### config.mk
export PLATFORM = sky130hd
export DESIGN_NAME = pf_pll_dri_ctrl
export DESIGN_NICKNAME = d
export VERILOG_FILES = /design/src/rtl/pf_pll_pkg.sv /design/src/rtl/pf_sync2.sv /design/src/rtl/pf_pll_dri_ctrl.sv
export SDC_FILE = /design/constraint.sdc
export NUM_CORES = 1
export LEC_CHECK = 0
export ABC_CLOCK_PERIOD_IN_PS = 2050
export CAP_MARGIN = 20
export CELL_PAD_IN_SITES_DETAIL_PLACEMENT = 1
export CELL_PAD_IN_SITES_GLOBAL_PLACEMENT = 2
export CORE_UTILIZATION = 28
export DETAILED_ROUTE_END_ITERATION = 16
export PLACE_DENSITY_LB_ADDON = 0.1
export SYNTH_ARGS = -nofsm -noshare
export SYNTH_HDL_FRONTEND = slang
export SYNTH_SLANG_ARGS = --single-unit
### constraint.sdc
create_clock -name i_clk -period 2.05 [get_ports i_clk]
set_input_delay 0.5125 -clock i_clk [delete_from_list [all_inputs] [get_ports i_clk]]
set_output_delay 0.5125 -clock i_clk [all_outputs]
set_load 0.005 [all_outputs]
### src/rtl/pf_pll_pkg.sv
// Shared encodings and field widths for the PLL DRI access controller.
package pf_pll_pkg;
  localparam int ADDR_W = 9;
  localparam int DATA_W = 33;
  localparam int OP_W   = 2;
  localparam int CTRL_W = OP_W + ADDR_W;
  localparam int TMO_W  = 16;

  typedef enum logic [OP_W-1:0] {
    OP_IDLE  = 2'b00,
    OP_READ  = 2'b01,
    OP_WRITE = 2'b10
  } dri_op_e;

  typedef enum logic [2:0] {
    ST_IDLE,
    ST_SETUP,
    ST_STROBE,
    ST_CAPTURE,
    ST_WAIT_UNLOCK,
    ST_WAIT_LOCK,
    ST_DONE
  } state_e;

  typedef struct packed {
    logic              we;
    logic              relock;
    logic [ADDR_W-1:0] addr;
    logic [DATA_W-1:0] wdata;
  } acc_req_t;

  // Saturating increment so a long wait never wraps back into range.
  function automatic logic [TMO_W-1:0] sat_inc(input logic [TMO_W-1:0] v);
    return (&v) ? v : v + TMO_W'(1);
  endfunction
endpackage

### src/rtl/pf_sync2.sv
// Two-flop synchronizer for the asynchronous PLL lock input.
module pf_sync2 (
  input  logic clk_i,
  input  logic rst_i,
  input  logic d_i,
  output logic q_o
);
  logic s1_q, s2_q;

  always_ff @(posedge clk_i) begin
    if (rst_i) begin
      s1_q <= 1'b0;
      s2_q <= 1'b0;
    end else begin
      s1_q <= d_i;
      s2_q <= s1_q;
    end
  end

  assign q_o = s2_q;
endmodule

### src/rtl/pf_pll_dri_ctrl.sv
// PLL DRI access controller: one read/write per request, DRI clock at i_clk/2,
// optional wait for the PLL to drop and regain lock after a write.
module pf_pll_dri_ctrl
  import pf_pll_pkg::*;
#(
  parameter int LOCK_TIMEOUT = 65535,
  parameter int ARST_CYCLES  = 4
) (
  input  logic              i_clk,
  input  logic              i_rst,
  input  logic              i_req,
  input  logic              i_we,
  input  logic              i_relock,
  input  logic [ADDR_W-1:0] i_addr,
  input  logic [DATA_W-1:0] i_wdata,
  output logic              o_busy,
  output logic              o_ack,
  output logic [DATA_W-1:0] o_rdata,
  output logic              o_err,
  output logic              o_locked,
  output logic              o_dri_clk,
  output logic [CTRL_W-1:0] o_dri_ctrl,
  output logic [DATA_W-1:0] o_dri_wdata,
  output logic              o_dri_arst_n,
  input  logic [DATA_W-1:0] i_dri_rdata,
  input  logic              i_dri_interrupt,
  input  logic              i_pll_lock
);
  localparam logic [TMO_W-1:0] TMO_LAST  = TMO_W'(LOCK_TIMEOUT - 1);
  localparam logic [TMO_W-1:0] ARST_LAST = TMO_W'(ARST_CYCLES - 1);

  state_e            state_q;
  acc_req_t          req_q;
  logic              busy_q, ack_q, err_q, err_flag_q, ph_q, dri_clk_q, arst_n_q;
  logic [DATA_W-1:0] rdata_q, dri_wdata_q;
  logic [CTRL_W-1:0] ctrl_q;
  logic [TMO_W-1:0]  tmo_q, tmo_d, arst_cnt_q;
  logic              locked;
  logic              irq_win;
  dri_op_e           op_d;

  pf_sync2 u_lock_sync (
    .clk_i (i_clk),
    .rst_i (i_rst),
    .d_i   (i_pll_lock),
    .q_o   (locked)
  );

  assign tmo_d   = sat_inc(tmo_q);
  assign op_d    = req_q.we ? OP_WRITE : OP_READ;
  assign irq_win = (state_q == ST_SETUP) || (state_q == ST_STROBE) || (state_q == ST_CAPTURE);

  always_ff @(posedge i_clk) begin
    if (i_rst) begin
      state_q     <= ST_IDLE;
      req_q       <= '0;
      busy_q      <= 1'b0;
      ack_q       <= 1'b0;
      err_q       <= 1'b0;
      err_flag_q  <= 1'b0;
      ph_q        <= 1'b0;
      dri_clk_q   <= 1'b0;
      arst_n_q    <= 1'b0;
      arst_cnt_q  <= '0;
      rdata_q     <= '0;
      dri_wdata_q <= '0;
      ctrl_q      <= '0;
      tmo_q       <= '0;
    end else begin
      if (!arst_n_q) begin
        if (arst_cnt_q == ARST_LAST) arst_n_q <= 1'b1;
        else                         arst_cnt_q <= arst_cnt_q + TMO_W'(1);
      end
      dri_clk_q <= arst_n_q ? ~dri_clk_q : 1'b0;
      ack_q     <= 1'b0;
      if (irq_win && i_dri_interrupt) err_flag_q <= 1'b1;

      case (state_q)
        ST_IDLE: begin
          if (i_req && arst_n_q) begin
            req_q      <= '{we: i_we, relock: i_relock, addr: i_addr, wdata: i_wdata};
            busy_q     <= 1'b1;
            err_flag_q <= 1'b0;
            state_q    <= ST_SETUP;
          end
        end
        // Launch only from a low DRI clock phase so the strobe spans one full period.
        ST_SETUP: begin
          if (!dri_clk_q) begin
            ctrl_q      <= {op_d, req_q.addr};
            dri_wdata_q <= req_q.wdata;
            ph_q        <= 1'b0;
            state_q     <= ST_STROBE;
          end
        end
        ST_STROBE: begin
          ph_q <= ~ph_q;
          if (ph_q) begin
            ctrl_q[CTRL_W-1 -: OP_W] <= OP_IDLE;
            state_q                  <= ST_CAPTURE;
          end
        end
        ST_CAPTURE: begin
          ph_q <= ~ph_q;
          if (ph_q) begin
            if (!req_q.we) rdata_q <= i_dri_rdata;
            tmo_q   <= '0;
            state_q <= (req_q.we && req_q.relock) ? ST_WAIT_UNLOCK : ST_DONE;
          end
        end
        ST_WAIT_UNLOCK: begin
          if (!locked) begin
            tmo_q   <= '0;
            state_q <= ST_WAIT_LOCK;
          end else if (tmo_q >= TMO_LAST) begin
            err_flag_q <= 1'b1;
            state_q    <= ST_DONE;
          end else begin
            tmo_q <= tmo_d;
          end
        end
        ST_WAIT_LOCK: begin
          if (locked) begin
            state_q <= ST_DONE;
          end else if (tmo_q >= TMO_LAST) begin
            err_flag_q <= 1'b1;
            state_q    <= ST_DONE;
          end else begin
            tmo_q <= tmo_d;
          end
        end
        ST_DONE: begin
          ack_q   <= 1'b1;
          err_q   <= err_flag_q;
          busy_q  <= 1'b0;
          state_q <= ST_IDLE;
        end
        default: state_q <= ST_IDLE;
      endcase
    end
  end

  assign o_busy       = busy_q;
  assign o_ack        = ack_q;
  assign o_rdata      = rdata_q;
  assign o_err        = err_q;
  assign o_locked     = locked;
  assign o_dri_clk    = dri_clk_q;
  assign o_dri_ctrl   = ctrl_q;
  assign o_dri_wdata  = dri_wdata_q;
  assign o_dri_arst_n = arst_n_q;
endmodule

==> results of run 1 <==
## state kept, by name, summed over array words and instances (netlist names)
register          cells
o_rdata              33
o_ack                 1
req_q                44
err_flag_q            1
o_err                 1
tmo_q                16
ph_q                  1
arst_cnt_q           16
o_dri_ctrl           11
u_lock_sync.q_o       1
o_busy                1
o_dri_clk             1
state_q               3
o_dri_wdata          33
o_dri_arst_n          1
u_lock_sync.s1_q      1
## Yosys cell counts, drive strengths merged (3+ instances only)
cell type | instances | area [um2]
nor2b | 3 | 18.8
o21a | 4 | 30.0
dfxtp | 165 | 3300
o21ai | 12 | 60.1
and4 | 3 | 26.3
nor2 | 20 | 75.1
buf | 9 | 51.3
a21oi | 137 | 686
nand3 | 10 | 50.1
or3 | 8 | 50.1
inv | 8 | 30.0
o211ai | 5 | 37.5
mux2i | 8 | 80.1
nor3 | 15 | 75.1
nand4 | 11 | 68.8
or4 | 3 | 22.5
a31oi | 3 | 18.8
nor4b | 5 | 43.8
xnor2 | 8 | 70.1
nor4 | 17 | 113
ha | 3 | 37.5
nand2 | 264 | 991
nand2b | 11 | 68.8
clkbuf | 46 | 174
o311ai | 3 | 26.3
a211oi | 3 | 22.5
## final timing paths
path                            cells past startpoint         start              end
worst max register to register                      7      tmo_q[0]         tmo_q[5]
worst min-delay path                                2     req_q[13]  o_dri_wdata[13]
worst max-delay path                                1  o_dri_arst_n     o_dri_arst_n
worst min register to register                      2     req_q[13]  o_dri_wdata[13]
## final cells by class
class	count	area (um2)
timing repair buffer	187	1860
inverter	8	30.0
tap	285	357
fill	2674	13500
sequential	165	3300
clock inverter	14	183
clock buffer	18	439
multi-input combinational	579	2890
## per-stage QoR
stage	util, %	setup slack, ps	hold WS (ps)	cell area, um2	TNS [ps]
after floorplan	-	194	414	6430	0
after global placement	37.4	21.8	431	8440	0
after detailed placement	37.4	-31.3	446	8440	-341
after CTS	40.1	33.5	452	9060	0
after global routing	40.2	20.7	470	9060	0
final	40.2	57.3	448	9060	0
## power groups by stage
stage | Combinational (mW) | Sequential, mW | Clock (mW)
4_1_cts | 0.735 | 3.38 | 3.48
3_5_place_dp | 0.729 | 3.46 | 0
6_report | 0.714 | 3.38 | 3.37
2_1_floorplan | 0.382 | 3.43 | 0
3_3_place_gp | 0.709 | 3.45 | 0
5_1_grt | 0.797 | 3.40 | 3.62
## per-layer routing
layer	vias to the layer above	wire length [um]
met1	2940	8700
li1	3048	-
met2	121	9440
met3	18	1070
met4	0	263
met5	-	0
## cell families (layout without fill, tap and decap cells)
kind of cell / Yosys count / in the layout / share of synthesized area, %
compound gates: 179 / 179 / 15.3
xor+xnor: 8 / 8 / 1.09
fa+ha+maj: 3 / 3 / 0.584
buf+inv: 63 / 227 / 3.97
flops: 165 / 165 / 51.4
mux: 10 / 10 / 1.60
simple gates: 379 / 379 / 26.1
==> flow_summary_export.csv, run 1 <==
group,metric,value,unit
clocking,cts_resized,0,
timing,fin_crit_sh,97.2,%
die,fp.coreArea,22600,um2
power_and_ir_drop,power_density,824,nW/um2
synthesis,yosys_warnings,0,
setup_path,crit_fanout,7,
clocking,cts.clk_slew.worst_paths,80,ps
clocking,htree_levels,4,
power_and_ir_drop,comb_power_share,9.6,%
drt,firstDrtPassIters,7,
power_and_ir_drop,swShare,26.0,%
drt,drt-initial-drc-count,199,
timing,tightestPinTransition,601,ps
synthesis,async_flop_share,0,%
clocking,cts_buffer_depth,2,
placement,numPortBuffers,164,
timing,period_needed,1990,ps
clocking,hold_buffers,0,
timing,clock_skew,11.0,ps
global_routing,antenna_found_initial,0,
die,io_pins,165,
drt,wl_per_cell,15.5,um
hold_path,holdCritPathClass,"reg2reg",
timing,finalMaxSlewViolations,0,
setup_path,critPathLaunchType,"flop",
synthesis,synth_edf_count,0,
drt,vias_per_cell,4.88,
die,die-area,23600,um2
setup_path,critPathKind,"reg2out",
drt,vias,6127,
setup_path,worstPathArrival,1480,ps
cells_and_area,final_cell_mix,"nand2_1, dfxtp_1, clkdlybuf4s50_1, a21oi_1, buf_4",
global_routing,grt_usage,16.8,%
cells_and_area,final_nets,1043,
setup_path,cp.required,1540,ps
placement,placedCellCount,1224,
setup_path,crit_path_end_kind,"primary output",
die,row_count,55,
cells_and_area,antenna_cells,0,
clocking,post_cts_buffers,0,
setup_path,crit_slowest_cell,"clkdlybuf4s50_1",
global_routing,busiest_layer,"met2",
power_and_ir_drop,fin_total_pwr,7.47,mW
drt,postRouteAntennaNets,0,
synthesis,synth.ff_latch_count,165,
cells_and_area,syn_to_final_growth,41.1,%
clocking,tritoncts,"built",
setup_path,crit_chain,"clkdlybuf4s50_1",
synthesis,ys_types,44,
global_routing,use_met1,19.4,%
synthesis,synth_flop_cell,"dfxtp_1",
synthesis,syn_avg_cell_area,7.96,um2
timing,hold_viol_final,0,
placement,hpwl,13400,um
drt,route.detailed.drc,0,
power_and_ir_drop,peakVddDrop,0.499,mV
power_and_ir_drop,power_switching,1.94,mW
clocking,root_buffer,"clkbuf_16",
die,die_w,153,um
setup_path,path_delay_family,"buffers and inverters",
synthesis,synth_fp_nets,892,
setup_path,regToRegSetupSlack,180,ps
global_routing,grt_pass1_wl,31800,um
global_routing,grtUsageMet2,29.9,%
synthesis,netlist_instances,807,
cells_and_area,layout-drive-gt1-share,6.39,%
job,drv_cap,0,
cells_and_area,fin_cells,1256,
placement,gp_congestion,0.794,
clocking,cts.sinks,165,
power_and_ir_drop,p_leak,2.92,nW
setup_path,slowest_delay,570,ps
power_and_ir_drop,p_int,5.52,mW
clocking,cts_buffers,17,
synthesis,netlist_area,6430,um2
timing,finalSetupViolCount,0,
timing,relSlewSlack,59.9,%
run_status,status,"completed",
global_routing,first_global_vias,6404,
drt,drt_wl_total,19500,um
die,start_util,28.5,%
global_routing,grtUsageMet3,5.07,%
die,die_h,153,um
global_routing,grt_max_degree,57,
global_routing,gr-total-overflow,0,
power_and_ir_drop,seqPwrFrac,45.3,%
cells_and_area,final_common_cell,"nand2_1",
setup_path,cp_num_buf_inv,1,
timing,fmax,0.502,GHz
timing,rsz0062_at_grt,"false",
power_and_ir_drop,power_frac_clock,45.1,%
clocking,worstSkewPairLatency,430,ps
synthesis,seq_area_frac_synth,51.4,%
(Power assumes the default switching activity.)
==> inputs of run 2 (changes only) <==
--- a/config.mk
+++ b/config.mk
@@ -12,6 +12,7 @@
 export CORE_UTILIZATION = 28
 export DETAILED_ROUTE_END_ITERATION = 16
 export PLACE_DENSITY_LB_ADDON = 0.1
+export RECOVER_POWER = 50
 export SYNTH_ARGS = -nofsm -noshare
 export SYNTH_HDL_FRONTEND = slang
 export SYNTH_SLANG_ARGS = --single-unit
==> run 2 against run 1 <==
Against the previous run:
- global-route usage did not move
- critical path type unchanged
- flip-flop and latch count unchanged
- final cell count unchanged
- clock-buffer cell count is the same
- highest routed layer unchanged
- critical path depth is the same
- core utilization fell by 0.19 points
- clock power is essentially flat
- combinational power shrank 2%
==> flow_summary_export.csv, run 2 (synthesis results as in run 1) <==
group,metric,value,unit
run_status,status,"completed",
setup_path,critPathKind,"reg2out",
cells_and_area,layout-drive-gt1-share,5.77,%
power_and_ir_drop,peakVddDrop,0.499,mV
hold_path,holdCritPathClass,"reg2reg",
die,die_h,153,um
cells_and_area,syn_to_final_growth,40.4,%
cells_and_area,final_util,40.0,%
die,io_pins,165,
cells_and_area,final_common_cell,"nand2_1",
drt,postRouteAntennaNets,0,
drt,wl_per_cell,15.5,um
clocking,root_buffer,"clkbuf_16",
timing,clock_skew,11.0,ps
global_routing,grt_usage,16.8,%
power_and_ir_drop,p_leak,2.91,nW
clocking,hold_buffers,0,
placement,placedCellCount,1224,
placement,hpwl,13400,um
timing,period_needed,2000,ps
placement,numPortBuffers,164,
cells_and_area,antenna_cells,0,
cells_and_area,fin_area,9020,um2
timing,fin_crit_sh,97.3,%
setup_path,cp.required,1540,ps
cells_and_area,fin_cells,1256,
clocking,post_cts_buffers,0,
setup_path,critPathLaunchType,"flop",
clocking,worstSkewPairLatency,430,ps
clocking,cts.sinks,165,
timing,finalSetupViolCount,0,
setup_path,path_delay_family,"buffers and inverters",
timing,tightestPinTransition,1160,ps
hold_path,whs_path_depth,2,
drt,route.detailed.drc,0,
setup_path,cp_num_buf_inv,1,
cells_and_area,final_cell_mix,"nand2_1, dfxtp_1, clkdlybuf4s50_1, a21oi_1, nor2_1",
clocking,cts_buffers,17,
drt,vias_per_cell,4.89,
timing,fmax,0.501,GHz
setup_path,slowest_delay,570,ps
setup_path,worstPathArrival,1480,ps
global_routing,grt_max_degree,57,
setup_path,crit_slowest_cell,"clkdlybuf4s50_1",
power_and_ir_drop,power_density,826,nW/um2
die,fp.coreArea,22600,um2
clocking,tritoncts,"built",
die,start_util,28.5,%
cells_and_area,top_register,"req_q",
timing,fin_tns_setup,0,ps
global_routing,first_global_vias,6404,
setup_path,r2r_cells,5,
timing,rsz0062_at_grt,"false",
clocking,htree_levels,4,
global_routing,gr-total-overflow,0,
global_routing,grt_pass1_wl,31800,um
setup_path,crit_fanout,7,
die,die-area,23600,um2
clocking,cts_resized,0,
cells_and_area,largest_register_ffs,44,
timing,relSlewSlack,22.7,%
job,drv_cap,0,
drt,drt-initial-drc-count,192,
timing,hold_viol_final,0,
setup_path,worstSetupPathDepth,1,
global_routing,antenna_found_initial,0,
drt,drt_wl_total,19500,um
placement,gp_congestion,0.794,
die,row_count,55,
drt,firstDrtPassIters,4,
cells_and_area,final_nets,1043,
clocking,cts_buffer_depth,2,
timing,finalMaxSlewViolations,0,
drt,vias,6143,
die,die_w,153,um
clocking,cts.clk_slew.worst_paths,80,ps
setup_path,crit_chain,"clkdlybuf4s50_1",
placement,placed_cell_area,8440,um2
setup_path,crit_path_end_kind,"primary output",
-- run 2: changes by cell type in the layout (fill, tap and decap cells not counted), moves of 3 or more --
| cell | delta |
|---|---|
| clkbuf_2 | +4 |
| dlygate4sd3_1 | +3 |
| buf_4 | -9 |
| clkdlybuf4s50_1 | -3 |
| clkbuf_1 | +5 |
-- run 2: worst paths after layout --
check / from / to / slack [ps]
worst min-delay path: req_q[13] / o_dri_wdata[13] / 450
worst min register to register: req_q[13] / o_dri_wdata[13] / 450
worst max register to register: tmo_q[1] / tmo_q[11] / 170
worst max-delay path: o_dri_arst_n / o_dri_arst_n / 50
-- run 2: layout make-up --
type                    instances  area (um2)
fillers                      2680       13600
flip-flops and latches        165        3300
multi-input cells             579        2890
repair buffers                187        1820
clock buffers                  18         439
well taps                     285         357
clock inverters                14         183
inverters                       8        30.0
-- run 2: per-stage QoR --
step           hold WS, ps  power, mW  setup slack, ps
2_1_floorplan          414       3.81              194
3_3_place_gp           431       4.16             21.8
3_5_place_dp           446       4.19            -31.3
4_1_cts                452       7.60             33.5
5_1_grt                470       7.80             20.7
6_report               448       7.45             54.9
-- run 2: power breakdown --
part | switching (mW) | internal (mW) | leakage (nW)
clock network | 1.47 | 1.90 | 0.307
registers | 0.0843 | 3.30 | 1.33
logic | 0.382 | 0.317 | 1.27
-- run 2: metal layers --
metal | vias up | global-route usage [%] | share of wire (%)
met3 | 18 | 5.07 | 5.5
met5 | - | 0 | 0
met1 | 2960 | 19.4 | 45
li1 | 3042 | - | -
met2 | 123 | 29.9 | 48
met4 | 0 | 4.81 | 1.3
==> RTL change 1 (settings of run 1) <==
`ADDR_W`: 9 -> 7.
--- a/src/rtl/pf_pll_pkg.sv
+++ b/src/rtl/pf_pll_pkg.sv
@@ -1,5 +1,5 @@
 // Shared encodings and field widths for the PLL DRI access controller.
 package pf_pll_pkg;
-  localparam int ADDR_W = 9;
+  localparam int ADDR_W = 7;
   localparam int DATA_W = 33;
   localparam int OP_W   = 2;
Ports: changed (resized i_addr and o_dri_ctrl); port bits go from 165 to 161. The function was not compared with the original's and may differ.
==> RTL change 1 against run 1 <==
  * Maximum frequency up 1.2%
  * Sequential share of layout area up 0.47 points
  * Cell area down 3.7%
  * Sequential cell count down 4
  * Global-route usage down 0.33 points
  * Combinational power down 8.4%
  * Routed wire length down 4.9%
  * Synthesized area down 3.0%
  * Setup slack better by 23 ps
  * Via count down 6.0%
  * Sequential power down 2%
  * Total power down 7.0%
  * Die area down 3.0%
  * Largest cell class unchanged
==> RTL change 1: results (changes against run 1) <==
status complete, no violations (unchanged); highest layer used for signal routing met4 (unchanged); top post-synthesis cells by count 242 x nand2_1, 161 x dfxtp_1, 123 x a21oi_1 (was 264 x nand2_1, 165 x dfxtp_1, 137 x a21oi_1); antenna violations before repair 0 (unchanged); global-route wire length before repair 29.3 mm (was 31.8 mm); Worst-path clk slew approximately 70 ps; syn nets 851 (was 892); Routability Congestion 0.718 (was 0.794); Max clock buf depth 2 (unchanged); initial DRC count 195 (was 199); largest net degree at the start of global routing 77 (was 57); slew margin rel. 55.8% (was 59.9%); complex-gate fraction of the synthesized area 13.1% (was 15.3%); routed wire length on met3 749 um (was 1.07 mm); TritonCTS Buffers 17 (unchanged); Worst EP arrival 1460 ps (was 1480 ps); Crit path largest cell delay around 560 ps; GR met3 Demand/Resource 3.40% (was 5.07%); met1 usage 20.8% (was 19.4%); GRT met2 Usage 27.8% (was 29.9%); final net count 1,001 (was 1,043); sequential area share after synthesis 51.7% (was 51.4%); GRT Util Overall 16.5% (was 16.8%); buffers added on ports 160 (was 164); H-tree levels 4 (unchanged); drt via density 4.76 (was 4.88); DR WL/cell 15.3 um (was 15.5 um); Clock Skew 10.6 ps (was 11.0 ps); ANT cells 0 (unchanged); detailed-route wire length on metal 1 8.72 mm (was 8.70 mm); post-synthesis mux area share 0.642% (was 1.60%); most flop-heavy register req_q (unchanged); layout cells sized above 1 7.52% (was 6.39%); DR pass1 iterations 4 (was 7); pwr dens 795 nW/um^2 (was 824 nW/um^2); max reg flops 42 (was 44); Clock Tree Root clkbuf_16 (unchanged); LEAKAGE 2.89 nW (was 2.92 nW); met2 wire length 8.79 mm (was 9.44 mm); vias in the first global route 5,841 (was 6,404); # Post-CTS Setup Buffers 0 (unchanged); Min-Delay Path Class register to register (unchanged); Synth cell types 47 (was 44); top_reg_cell synth dfxtp_1 (unchanged); hpwl dp 12.5 mm (was 13.4 mm); CP delay by family, top buffers and inverters (unchanged); clock latency on the worst-skew pair 430 ps (about the same); VDD IR max 0.538 mV (was 0.499 mV); adder-cell share of the synthesized area 0.602% (was 0.584%); Crit Path Max Fanout 7 (unchanged); Synth Area in XOR/XNOR 3.93% (was 1.09%); top cells by area, synth dfxtp_1 52%, nand2_1 15%, a21oi_1 9.9% (was dfxtp_1 51%, nand2_1 15%, a21oi_1 11%)
RTL change 1: cell count changes after synthesis, moves of 5 or more:
cell and change:
nand2b_1 -8, a21oi_1 -14, nor3_2 +5, clkbuf_1 -10
nor2_1 +26, nor3_1 -6, nand2_1 -22, xnor2_1 +10
xor2_1 +10, nor4_1 -9
RTL change 1: worst register-to-register path, cell delays in order (launching register included):
cell and delay [ps]:
dfxtp_1 390, ha_1 190, nor4b_1 370, a41oi_1 190
buf_4 200, nand4_1 120, xor2_1 180, nor2_1 50
RTL change 1: cell type report:
cell class	instances	area [sq um]
clock inverter	14	121
multi-input combinational	551	2780
timing repair buffer	180	1800
fill	2572	13100
clock buffer	18	429
inverter	7	26.3
sequential	161	3220
tap	280	350
RTL change 1: worst paths after layout:
check / start / end / slack, ps / cells after the start
worst min-delay path: req_q[29]$_SDFFE_PP0P_ / o_dri_wdata[29]$_SDFFE_PP0P_ / 450 / 2
worst max register to register: arst_cnt_q[0]$_SDFFE_PP0P_ / arst_cnt_q[14]$_SDFFE_PP0P_ / 260 / 7
worst min register to register: req_q[29]$_SDFFE_PP0P_ / o_dri_wdata[29]$_SDFFE_PP0P_ / 450 / 2
worst max-delay path: u_lock_sync.q_o$_SDFF_PP0_ / o_locked / 80 / 1
RTL change 1: metrics by stage:
stage          cell area (sq um)  std cells  worst slack [ps]  hold WS [ps]
2_1_floorplan               6230        768               354           414
3_3_place_gp                8180       1179              -163           424
3_5_place_dp                8180       1179              -175           433
4_1_cts                     8730       1211              37.2           455
5_1_grt                     8730       1211              5.43           470
6_report                    8730       1211              80.8           452
RTL change 1: report_power, final:
group	switching [mW]	internal [mW]	total, mW
combinational	0.331	0.323	0.654
sequential	0.0831	3.22	3.30
clock	1.40	1.58	2.99
==> RTL change 2 (settings of run 1) <==
Made on the original files. Make the reset (`i_rst` and `rst_i`) asynchronous in 2 clocked blocks.
--- a/src/rtl/pf_sync2.sv
+++ b/src/rtl/pf_sync2.sv
@@ -8,5 +8,5 @@
   logic s1_q, s2_q;
 
-  always_ff @(posedge clk_i) begin
+  always_ff @(posedge clk_i or posedge rst_i) begin
     if (rst_i) begin
       s1_q <= 1'b0;
--- a/src/rtl/pf_pll_dri_ctrl.sv
+++ b/src/rtl/pf_pll_dri_ctrl.sv
@@ -51,5 +51,5 @@
   assign irq_win = (state_q == ST_SETUP) || (state_q == ST_STROBE) || (state_q == ST_CAPTURE);
 
-  always_ff @(posedge i_clk) begin
+  always_ff @(posedge i_clk or posedge i_rst) begin
     if (i_rst) begin
       state_q     <= ST_IDLE;
Check against the original RTL: differs if i_rst is asserted again (counterexample within 4 cycles, from zero or initial values and one cycle with i_rst high); with i_rst held inactive, the same outputs for 10 cycles.
==> RTL change 2 against run 1 <==
  * Synthesized area up 3.7%
  * Synthesized cell count shrank 41%
  * Hold slack worse by 100 ps
  * Die area is 3.7% higher
  * Cell area up 6.2%
  * Setup slack better by 42 ps
  * Routed wire length fell by 14%
  * Via count down 25%
  * Sequential cell count unchanged
Power is not compared: it rests on default switching activity, and its combinational part moved more than twofold at a synthesized area within 25%.
==> RTL change 2: results (changes against run 1) <==
antenna violations before repair 2 (was 0); sequential area share after synthesis 61.9% (was 51.4%); R2R setup slack 100 ps (was 180 ps); GRT Util Overall 15.0% (was 16.8%); r2r startpoint tmo_q[15]$_DFFE_PP0P_ (was tmo_q[0]$_SDFFE_PP0P_); syn nets 565 (was 892); dpl cell area 9010 sq um (was 8440 sq um); status complete, no violations (unchanged); vias in the first global route 5,159 (was 6,404); initial DRC count 132 (was 199); DR pass1 iterations 4 (was 7); top post-synthesis cells by count 165 x dfrtp_1, 121 x mux2_2, 28 x nor2_1 (was 264 x nand2_1, 165 x dfxtp_1, 137 x a21oi_1); WHS Endpoint u_lock_sync.q_o$_DFF_PP0_ (was o_dri_wdata[13]$_SDFFE_PP0P_); Final Hold Slack 347 ps (was 448 ps); final net count 767 (was 1,043); Post-Route WL 16.8 mm (was 19.5 mm); Routability Congestion 0.765 (was 0.794); final cell count without fillers 1,015 (was 1,256); CP delay by family, top simple AND/OR/NAND/NOR gates (was buffers and inverters); layout cells sized above 1 29.1% (was 6.39%); R2R depth 5 (was 7); average size of a mapped cell 13.9 sq um (was 7.96 sq um); top cells by area, synth dfrtp_1 62%, mux2_2 20%, xnor2_1 2.5% (was dfxtp_1 51%, nand2_1 15%, a21oi_1 11%); Crit Path Max Fanout 4 (was 7); drt via density 4.50 (was 4.88); hpwl dp 11.9 mm (was 13.4 mm); global-route wire length before repair 27.9 mm (was 31.8 mm); Placed Cells 982 (was 1,224); Crit path largest cell delay 520 ps (was 570 ps); Tightest Pin Transition 590 ps (was 601 ps); Clock Skew 13.0 ps (was 11.0 ps); critical path class register to register (was register to primary output)
[RTL change 2: layout make-up]
class,count,area [sq um],area share (%)
Sequential cell,165,4130,42.9
Multi-Input combinational cell,289,2450,25.5
Tap cell,319,399,4.15
Timing Repair Buffer,200,2000,20.8
Inverter,9,37.5,0.390
Clock inverter,14,164,1.70
Antenna cell,1,2.50,0.0260
Clock buffer,18,439,4.56
[RTL change 2: cell families (layout without fill, tap and decap cells)]
family,Yosys count,count (layout),share of synthesized area [%]
muxes,123,123,20.7
adders and majority gates,3,3,0.563
xor gates and xnor gates,26,26,3.42
other,0,1,0
buffers and inverters,26,241,1.56
and+or+nand+nor,106,106,8.62
DFF,165,165,61.9
AOI/OAI and AO/OA,31,31,3.15
[RTL change 2: per-layer routing]
metal / up-vias / wire length [um] / track usage, %
li1: 2116 / - / -
met3: 18 / 1270 / 6.04
met4: 2 / 199 / 4.86
met2: 96 / 8340 / 24.6
met1: 2337 / 6960 / 17.8
met5: - / 8 / 0
